==> src/rtl/sd_pkg.sv <==
// sd_pkg: types and constants shared by the SD data reader, writer and command controller.
package sd_pkg;
   typedef enum logic [2:0] {IDLE, WAIT_START, DATA, CRC, STOP, DONE} rd_state_t;
   typedef enum logic [1:0] {UNKNOWN, SDv1, SDv2, SDHCv2} card_type_t;
   localparam logic [15:0] CRC16_POLY = 16'h1021;
   localparam int SD_BLOCK_BYTES = 512;
endpackage

==> src/rtl/sd_dat_reader_if.sv <==
// sd_dat_reader_if: host-side control and byte-stream signals of the SD block reader.
interface sd_dat_reader_if;
   logic rstart, rbusy, rdone, rtimeout, crc_ok, outen;
   logic [8:0] outaddr;
   logic [7:0] outbyte;
   modport master(output rstart, input rbusy, rdone, rtimeout, crc_ok, outen, outaddr, outbyte);
   modport slave(input rstart, output rbusy, rdone, rtimeout, crc_ok, outen, outaddr, outbyte);
endinterface

==> src/rtl/sd_crc16_serial.sv <==
// sd_crc16_serial: bit-serial CRC16-CCITT (0x1021, init 0, no reflection), one bit per enable.
module sd_crc16_serial import sd_pkg::*; (
   input  logic        clk,
   input  logic        rst,
   input  logic        clr,
   input  logic        en,
   input  logic        bit_in,
   output logic [15:0] crc
);
   logic fb;
   assign fb = bit_in ^ crc[15];
   always_ff @(posedge clk or posedge rst)
      if (rst) crc <= '0;
      else if (clr) crc <= '0;
      else if (en) crc <= {crc[14:0], 1'b0} ^ (fb ? CRC16_POLY : 16'h0000);
endmodule

==> src/rtl/sd_dat_reader.sv <==
// sd_dat_reader: captures one SD data block from DAT0 (1-bit mode), streams bytes, checks CRC16 and end bit.
module sd_dat_reader import sd_pkg::*; #(
   parameter int DATTIMEOUT = 1000000,
   parameter int BLKBYTES   = SD_BLOCK_BYTES
) (
   input  logic clk,
   input  logic rst,
   input  logic sdclk,
   input  logic sddat0,
   sd_dat_reader_if.slave bus,
   output logic SD_D0_DIR
);
   localparam int TW = $clog2(DATTIMEOUT + 1);
   localparam logic [11:0] LAST_BIT = 12'(BLKBYTES * 8 - 1);
   rd_state_t state, state_n;
   logic sdclk_q, rise, crc_clr, crc_en, to_hit;
   logic [TW-1:0] tcnt;
   logic [11:0] bcnt;
   logic [6:0] sh;
   logic [15:0] rcrc, ccrc;
   assign rise = sdclk & ~sdclk_q;
   assign SD_D0_DIR = 1'b0;
   assign to_hit = tcnt == TW'(DATTIMEOUT - 1);
   assign crc_clr = state == IDLE && bus.rstart;
   assign crc_en = rise && state == DATA;
   sd_crc16_serial u_crc (.clk(clk), .rst(rst), .clr(crc_clr), .en(crc_en), .bit_in(sddat0), .crc(ccrc));
   always_comb begin
      state_n = state;
      case (state)
         IDLE:       state_n = bus.rstart ? WAIT_START : IDLE;
         WAIT_START: state_n = !rise ? WAIT_START : !sddat0 ? DATA : to_hit ? DONE : WAIT_START;
         DATA:       state_n = rise && bcnt == LAST_BIT ? CRC : DATA;
         CRC:        state_n = rise && bcnt == 12'd15 ? STOP : CRC;
         STOP:       state_n = rise ? DONE : STOP;
         default:    state_n = IDLE;
      endcase
   end
   always_ff @(posedge clk or posedge rst)
      if (rst) begin
         state <= IDLE;
         sdclk_q <= 1'b0;
         tcnt <= '0;
         bcnt <= '0;
         sh <= '0;
         rcrc <= '0;
         bus.rbusy <= 1'b0;
         bus.rdone <= 1'b0;
         bus.rtimeout <= 1'b0;
         bus.crc_ok <= 1'b0;
         bus.outen <= 1'b0;
         bus.outaddr <= '0;
         bus.outbyte <= '0;
      end else begin
         sdclk_q <= sdclk;
         state <= state_n;
         bus.outen <= 1'b0;
         bus.rdone <= 1'b0;
         case (state)
            IDLE: if (bus.rstart) begin
               bus.rbusy <= 1'b1;
               bus.rtimeout <= 1'b0;
               bus.crc_ok <= 1'b0;
               tcnt <= '0;
               bcnt <= '0;
            end
            WAIT_START: if (rise) begin
               tcnt <= tcnt + TW'(1);
               bcnt <= '0;
               if (sddat0 && to_hit) bus.rtimeout <= 1'b1;
            end
            DATA: if (rise) begin
               sh <= {sh[5:0], sddat0};
               bcnt <= bcnt == LAST_BIT ? 12'd0 : bcnt + 12'd1;
               if (bcnt[2:0] == 3'd7) begin
                  bus.outen <= 1'b1;
                  bus.outbyte <= {sh, sddat0};
                  bus.outaddr <= bcnt[11:3];
               end
            end
            CRC: if (rise) begin
               rcrc <= {rcrc[14:0], sddat0};
               bcnt <= bcnt + 12'd1;
            end
            STOP: if (rise) bus.crc_ok <= (rcrc == ccrc) & sddat0;
            DONE: begin
               bus.rbusy <= 1'b0;
               bus.rdone <= 1'b1;
            end
            default: ;
         endcase
      end
endmodule

==> src/flat_wrapper.sv <==
// flat-port wrapper written by rule: the top's interface ports become plain ports
module sd_dat_reader_flat import sd_pkg::*;
#(
   parameter int DATTIMEOUT = 1000000,
   parameter int BLKBYTES   = SD_BLOCK_BYTES
)
  (clk, rst, sdclk, sddat0, SD_D0_DIR, bus_rstart, bus_rbusy, bus_rdone, bus_rtimeout, bus_crc_ok, bus_outen, bus_outaddr, bus_outbyte);
  sd_dat_reader_if bus_i ();
  input  logic clk;
  input  logic rst;
  input  logic sdclk;
  input  logic sddat0;
  output logic SD_D0_DIR;
  input wire logic [$bits(bus_i.rstart)-1:0] bus_rstart;
  output wire logic [$bits(bus_i.rbusy)-1:0] bus_rbusy;
  output wire logic [$bits(bus_i.rdone)-1:0] bus_rdone;
  output wire logic [$bits(bus_i.rtimeout)-1:0] bus_rtimeout;
  output wire logic [$bits(bus_i.crc_ok)-1:0] bus_crc_ok;
  output wire logic [$bits(bus_i.outen)-1:0] bus_outen;
  output wire logic [$bits(bus_i.outaddr)-1:0] bus_outaddr;
  output wire logic [$bits(bus_i.outbyte)-1:0] bus_outbyte;
  assign bus_i.rstart = bus_rstart;
  assign bus_rbusy = bus_i.rbusy;
  assign bus_rdone = bus_i.rdone;
  assign bus_rtimeout = bus_i.rtimeout;
  assign bus_crc_ok = bus_i.crc_ok;
  assign bus_outen = bus_i.outen;
  assign bus_outaddr = bus_i.outaddr;
  assign bus_outbyte = bus_i.outbyte;
  sd_dat_reader #(.DATTIMEOUT(DATTIMEOUT), .BLKBYTES(BLKBYTES)) u_core (.clk(clk), .rst(rst), .sdclk(sdclk), .sddat0(sddat0), .bus(bus_i), .SD_D0_DIR(SD_D0_DIR));
endmodule
==> config.mk <==
export PLATFORM = sky130hd
export DESIGN_NAME = sd_dat_reader_flat
export DESIGN_NICKNAME = d
export VERILOG_FILES = /design/src/rtl/sd_pkg.sv /design/src/rtl/sd_dat_reader_if.sv /design/src/rtl/sd_crc16_serial.sv /design/src/rtl/sd_dat_reader.sv /design/src/flat_wrapper.sv
export SDC_FILE = /design/constraint.sdc
export NUM_CORES = 1
export LEC_CHECK = 0
export BUFFER_PORTS_ARGS = -buffer_cell sky130_fd_sc_hd__buf_4
export CAP_MARGIN = 10
export CORE_MARGIN = 10
export CORE_UTILIZATION = 54
export CTS_CLUSTER_DIAMETER = 50
export CTS_CLUSTER_SIZE = 40
export DETAILED_ROUTE_END_ITERATION = 8
export GPL_ROUTABILITY_DRIVEN = 0
export GPL_TIMING_DRIVEN = 0
export PLACE_DENSITY = 0.76
export SLEW_MARGIN = 20
export SYNTH_ARGS = -nofsm -noshare
export SYNTH_HDL_FRONTEND = slang
export SYNTH_SLANG_ARGS = --single-unit
==> constraint.sdc <==
create_clock -name clk -period 2.7 [get_ports clk]
set_input_delay 0.405 -clock clk [delete_from_list [all_inputs] [get_ports clk]]
set_output_delay 0.405 -clock clk [all_outputs]
set_load 0.02 [all_outputs]
Yosys cells after proc, flatten, opt, wreduce, memory -nomap -nowiden --
Cells that the tools add are included. W data, S select, Z words.
Cells by class: reductions and logical operators 19, eq/ne operators 16, bitwise logic cells 5, multiplexer cells 32, add/subtract/negate cells 2
Operators with widths (count):
- $mux W12 | 5
- $pmux W12 S4 | 1
- $mux W20 | 2
- $pmux W20 S2 | 1
- $mux W16 | 2
- $add A20 B1 Y20 const B | 1
- $eq A20 B20 Y1 const B | 1
- $eq A16 B16 Y1 | 1
- $xor A16 B13 Y16 | 1
- $pmux W3 S5 | 1
- $mux W13 | 1
- $add A12 B1 Y12 const B | 1
- $eq A12 B12 Y1 const B | 1
- $eq A12 B4 Y1 const B | 1
- $mux W1 | 12
- $mux W3 | 4
- $ne A2 B1 Y1 const B | 5
- $eq A3 B3 Y1 const B | 3
- $reduce_and A3 Y1 | 3
- $reduce_bool A2 Y1 | 4
- $eq A3 B2 Y1 const B | 2
- $pmux W1 S2 | 3
- $reduce_and A2 Y1 | 3
- $logic_and A1 B1 Y1 | 5
- other kinds (9) | 10
Word-level totals: input bits 5, output and inout bits 23, register bits after elaboration 97, word-level logic and storage cells 88

Longest topological paths before layout --
depth in word-level cells 5, gate-level depth with buffers 7, depth with buffers taken out 6

By module --
A second synthesis with hierarchy kept.
Second synthesis, totals: cells, all modules 435, area total of the unflattened synthesis 4665.7 µm²
Modules (own cells, without submodules):
- sd_dat_reader | instances 1, cells an instance 376, area an instance 3968.8 µm², sequential area each 2026.9 µm²
- sd_crc16_serial | instances 1, cells an instance 59, area an instance 696.9 µm², sequential area each 400.4 µm²

Least setup slack after synthesis --
Ideal clock, no wire load.
path kind reg-to-reg, start point register u_core.state[1], end point register u_core.bcnt[0], arrival time 1.633 ns, cell stages (with the launch flop) 7, library setup time 0.125 ns, path slack 0.942 ns, data required time 2.575 ns, path buffers 1, period minus slack after synthesis 1.758 ns, path through dfrtp_1 > buf_2 > nor2_4 > mux2i_2 > or2_1 > nor3_1 > mux2_2
On the way: cells in the longest elaborated chain, start to end 3, elaborated cells between the ends (all ways) 11, classes of those cells eq/ne (7); mux (1); reduce/logical (3)
RTL lines:
- from (decl) | RTL line sd_dat_reader.sv:15 | rd_state_t state, state_n;
- from (signal assigned) | RTL line sd_dat_reader.sv:55 | state <= state_n;
- $eq A3 B2 Y1 (tied with other cells) | RTL line sd_dat_reader.sv:58 | case (state)
- $ne A2 B1 Y1 (no source line) (tied with other cells)
- $reduce_and A5 Y1 (no source line)
- to (signal assigned) | RTL line sd_dat_reader.sv:73 | bcnt <= bcnt == LAST_BIT ? 12'd0 : bcnt + 12'd1;
- to (signal assigned) | RTL line sd_dat_reader.sv:82 | bcnt <= bcnt + 12'd1;
- to (decl) | RTL line sd_dat_reader.sv:18 | logic [11:0] bcnt;
Parallel ways exist; a longest one is shown, timed or not. A chain may end at the register's enable or synchronous reset.

Worst setup path after layout --
start point register u_core.state[0], end point register u_core.bcnt[3]
Same word-level chain as after synthesis.

==> metrics.cfg <==
[status]
status=completed

[yosys]
syn_area_sq_mm=0.00446
synth.avg_cell_area_sq_um=11.0
postSynth.asyncResetShare_pct=100
syn_inst=405
ys_seq_area_share_pct=54.5
ys_types=49
synth.ff_latch_count=97
synth_nets=413
ys.flop_type=dfrtp_1
yosys_warnings=0
synth-edff-count=0

[worst_setup_path]
worstPathArrival_ns=2.32
critPathKind=reg2reg
worstSetupStartpointType=flip-flop
r2r_end=u_core.bcnt[3]$_DFFE_PP0P_
ff2ff_setup_slack_ns=0.62
worstReg2RegStart=u_core.state[0]$_DFF_PP0_
required_ns=2.93
end_kind=flip-flop
rr_worst_depth=6
crit_fanout=10

[die]
pin_count=28
core_sq_mm=0.00813
die_y_um=111
num_rows=33
dieWidth_um=111
start_util_pct=54.8
die_area_sq_mm=0.0123

[clock_tree]
cts_buffers=9
clk_latency_ns=0.36
cts_tree=yes
cts.path.max_buffers=2
cts.sinks=97
cts.clk_slew.worst_paths_ns=0.09
root_buffer=clkbuf_8
htreeDepth=3
hold_buffers=0
post_cts_resized=0
cts_setup_buffers=0

[global_routing]
globalRoute.totalOverflow=0
grt_max_degree=34
grt_first_pass_wirelength_um=14900
antenna_found_initial=0
first_global_vias=3142
track_usage_pct=14.3

[sta]
final.setup.tns_ns=0
rsz0062_at_grt=false
period_minus_slack_ns=2.08
fin_worst_skew_ns=0.0103
setup_viol=0
layout_setup_ws_ns=0.618
final-max-slew-violation-count=0
tightestPinTransition_ns=0.561
finalCritPeriodShare_pct=77.1
timing.final.hold_violations=0
fmax_ghz=0.480
slew_headroom_pct=61.9

[routing]
avgRoutedWirePerCell_um=15.3
ant_nets=0
via_per_inst=5.57
drt_pre_antenna_iters=4
drtIter0Drc=136
routed_wl_um=8480
drc=0
vias=3091

[min_path]
hold_path.class=in2async

[place]
hpwl_um=6080
pre_cts_ws_ns=0.668
io_buffer_count=26
place_inst=539

[pwr]
powerDensity_mw_per_mm2=726
p_leak_uw=0.00225
vdd_drop_max_mv=0.368

[layout]
area_growth_pct=13.2
stdcell_count=555
finalNetCount=453
layout_commonest_cell=dfrtp_1
drive_above_1_share_pct=22.7
final_cell_mix=dfrtp_1 (97), nand2_1 (52), mux2_2 (42), xnor2_1 (38), nor2_1 (30)
n_antenna_cell=0

[job]
maxCapViolCount=0

[routing by layer]
| layer | vias to the layer above | GRT usage [%] | wire (um) |
|---|---|---|---|
| met5 | - | 0 | 0 |
| met4 | 0 | 4.86 | 80 |
| met3 | 8 | 3.79 | 352 |
| met2 | 57 | 23.2 | 4120 |
| met1 | 1537 | 18.0 | 3920 |
| li1 | 1489 | - | - |
[synth_stat cells, types with 2 or more instances]
cell	number	area share [%]
nand2_1	52	4.4
nor2_1	30	2.5
nand4_1	8	1.1
nand4b_1	3	0.59
nor2b_1	5	0.70
or3_1	5	0.70
ha_1	3	0.84
nor4b_1	2	0.39
xnor2_1	38	7.5
or4_1	2	0.34
and3_1	4	0.56
dfrtp_1	97	54
nand2b_1	3	0.42
xor2_1	2	0.39
inv_1	4	0.34
nor3_1	12	1.3
nor4_1	11	1.5
o21ai_0	24	2.7
nand3_1	10	1.1
and2_1	2	0.28
a22o_1	2	0.39
mux2_2	42	11
buf_2	7	0.79
a21oi_1	7	0.79
clkbuf_1	6	0.51
[registers in the layout (all words and copies together), names as in the netlist, 3 cells and up]
register	cells
u_core.bcnt	12
u_core.bus.outaddr	9
u_core.bus.outbyte	8
u_core.rcrc	16
u_core.sh	7
u_core.state	3
u_core.tcnt	20
u_core.u_crc.crc	16
[worst max path at each step]
stage                               startpoint                           to
global placement                           rst   u_core.bus.outen$_DFF_PP0_
finish               u_core.state[0]$_DFF_PP0_   u_core.bcnt[3]$_DFFE_PP0P_
detailed placement   u_core.state[0]$_DFF_PP0_  u_core.bcnt[10]$_DFFE_PP0P_
floorplan            u_core.state[1]$_DFF_PP0_   u_core.bcnt[0]$_DFFE_PP0P_
global route        u_core.bcnt[2]$_DFFE_PP0P_   u_core.bcnt[8]$_DFFE_PP0P_
CTS                  u_core.state[0]$_DFF_PP0_  u_core.bcnt[10]$_DFFE_PP0P_
[where the power goes]
group	internal, uW	switching, uW
clock	395	508
combinational	402	436
sequential	1690	230
total	2490	1170
[critical path, cell delays in order, from the launching register on]
cell and delay, ns:
dfrtp_1 0.47, buf_2 0.21, nand2b_1 0.15, nor4_1 0.47
nor2_1 0.08, nor2_1 0.46, nor2_1 0.11
[through the flow]
| stage | cell area, sq um | total power (uW) | hold slack (ns) | utilization [%] |
|---|---|---|---|---|
| 2_1_floorplan | 4460 | 2550 | 0.436 | - |
| 3_3_place_gp | 4790 | 2740 | 0.481 | 58.9 |
| 3_5_place_dp | 4850 | 2800 | 0.435 | 59.7 |
| 4_1_cts | 5040 | 3700 | 0.0332 | 62.0 |
| 5_1_grt | 5040 | 3890 | 0.0365 | 62.0 |
| 6_report | 5040 | 3660 | 0.0374 | 62.0 |
[area by class of cell]
class | count | area [sq um]
fillers | 650 | 3090
clock buffers | 12 | 155
inverters | 4 | 18.8
repair buffers | 29 | 263
well taps | 105 | 131
multi-input cells | 289 | 1950
clock inverters | 4 | 35.0
plain buffers | 15 | 68.8
flip-flops and latches | 97 | 2430
[cells by family after synthesis]
kind of cell	synth area share, %
AO/OA/AOI/OAI	5.45
flip-flops	54.5
buffers and inverters	1.88
AND/OR/NAND/NOR	18.3
adder cells (fa/ha/maj)	0.842
XOR/XNOR	7.86
multiplexers	11.1
other	0.0841
No activity file was read; power rests on OpenSTA's default activity.
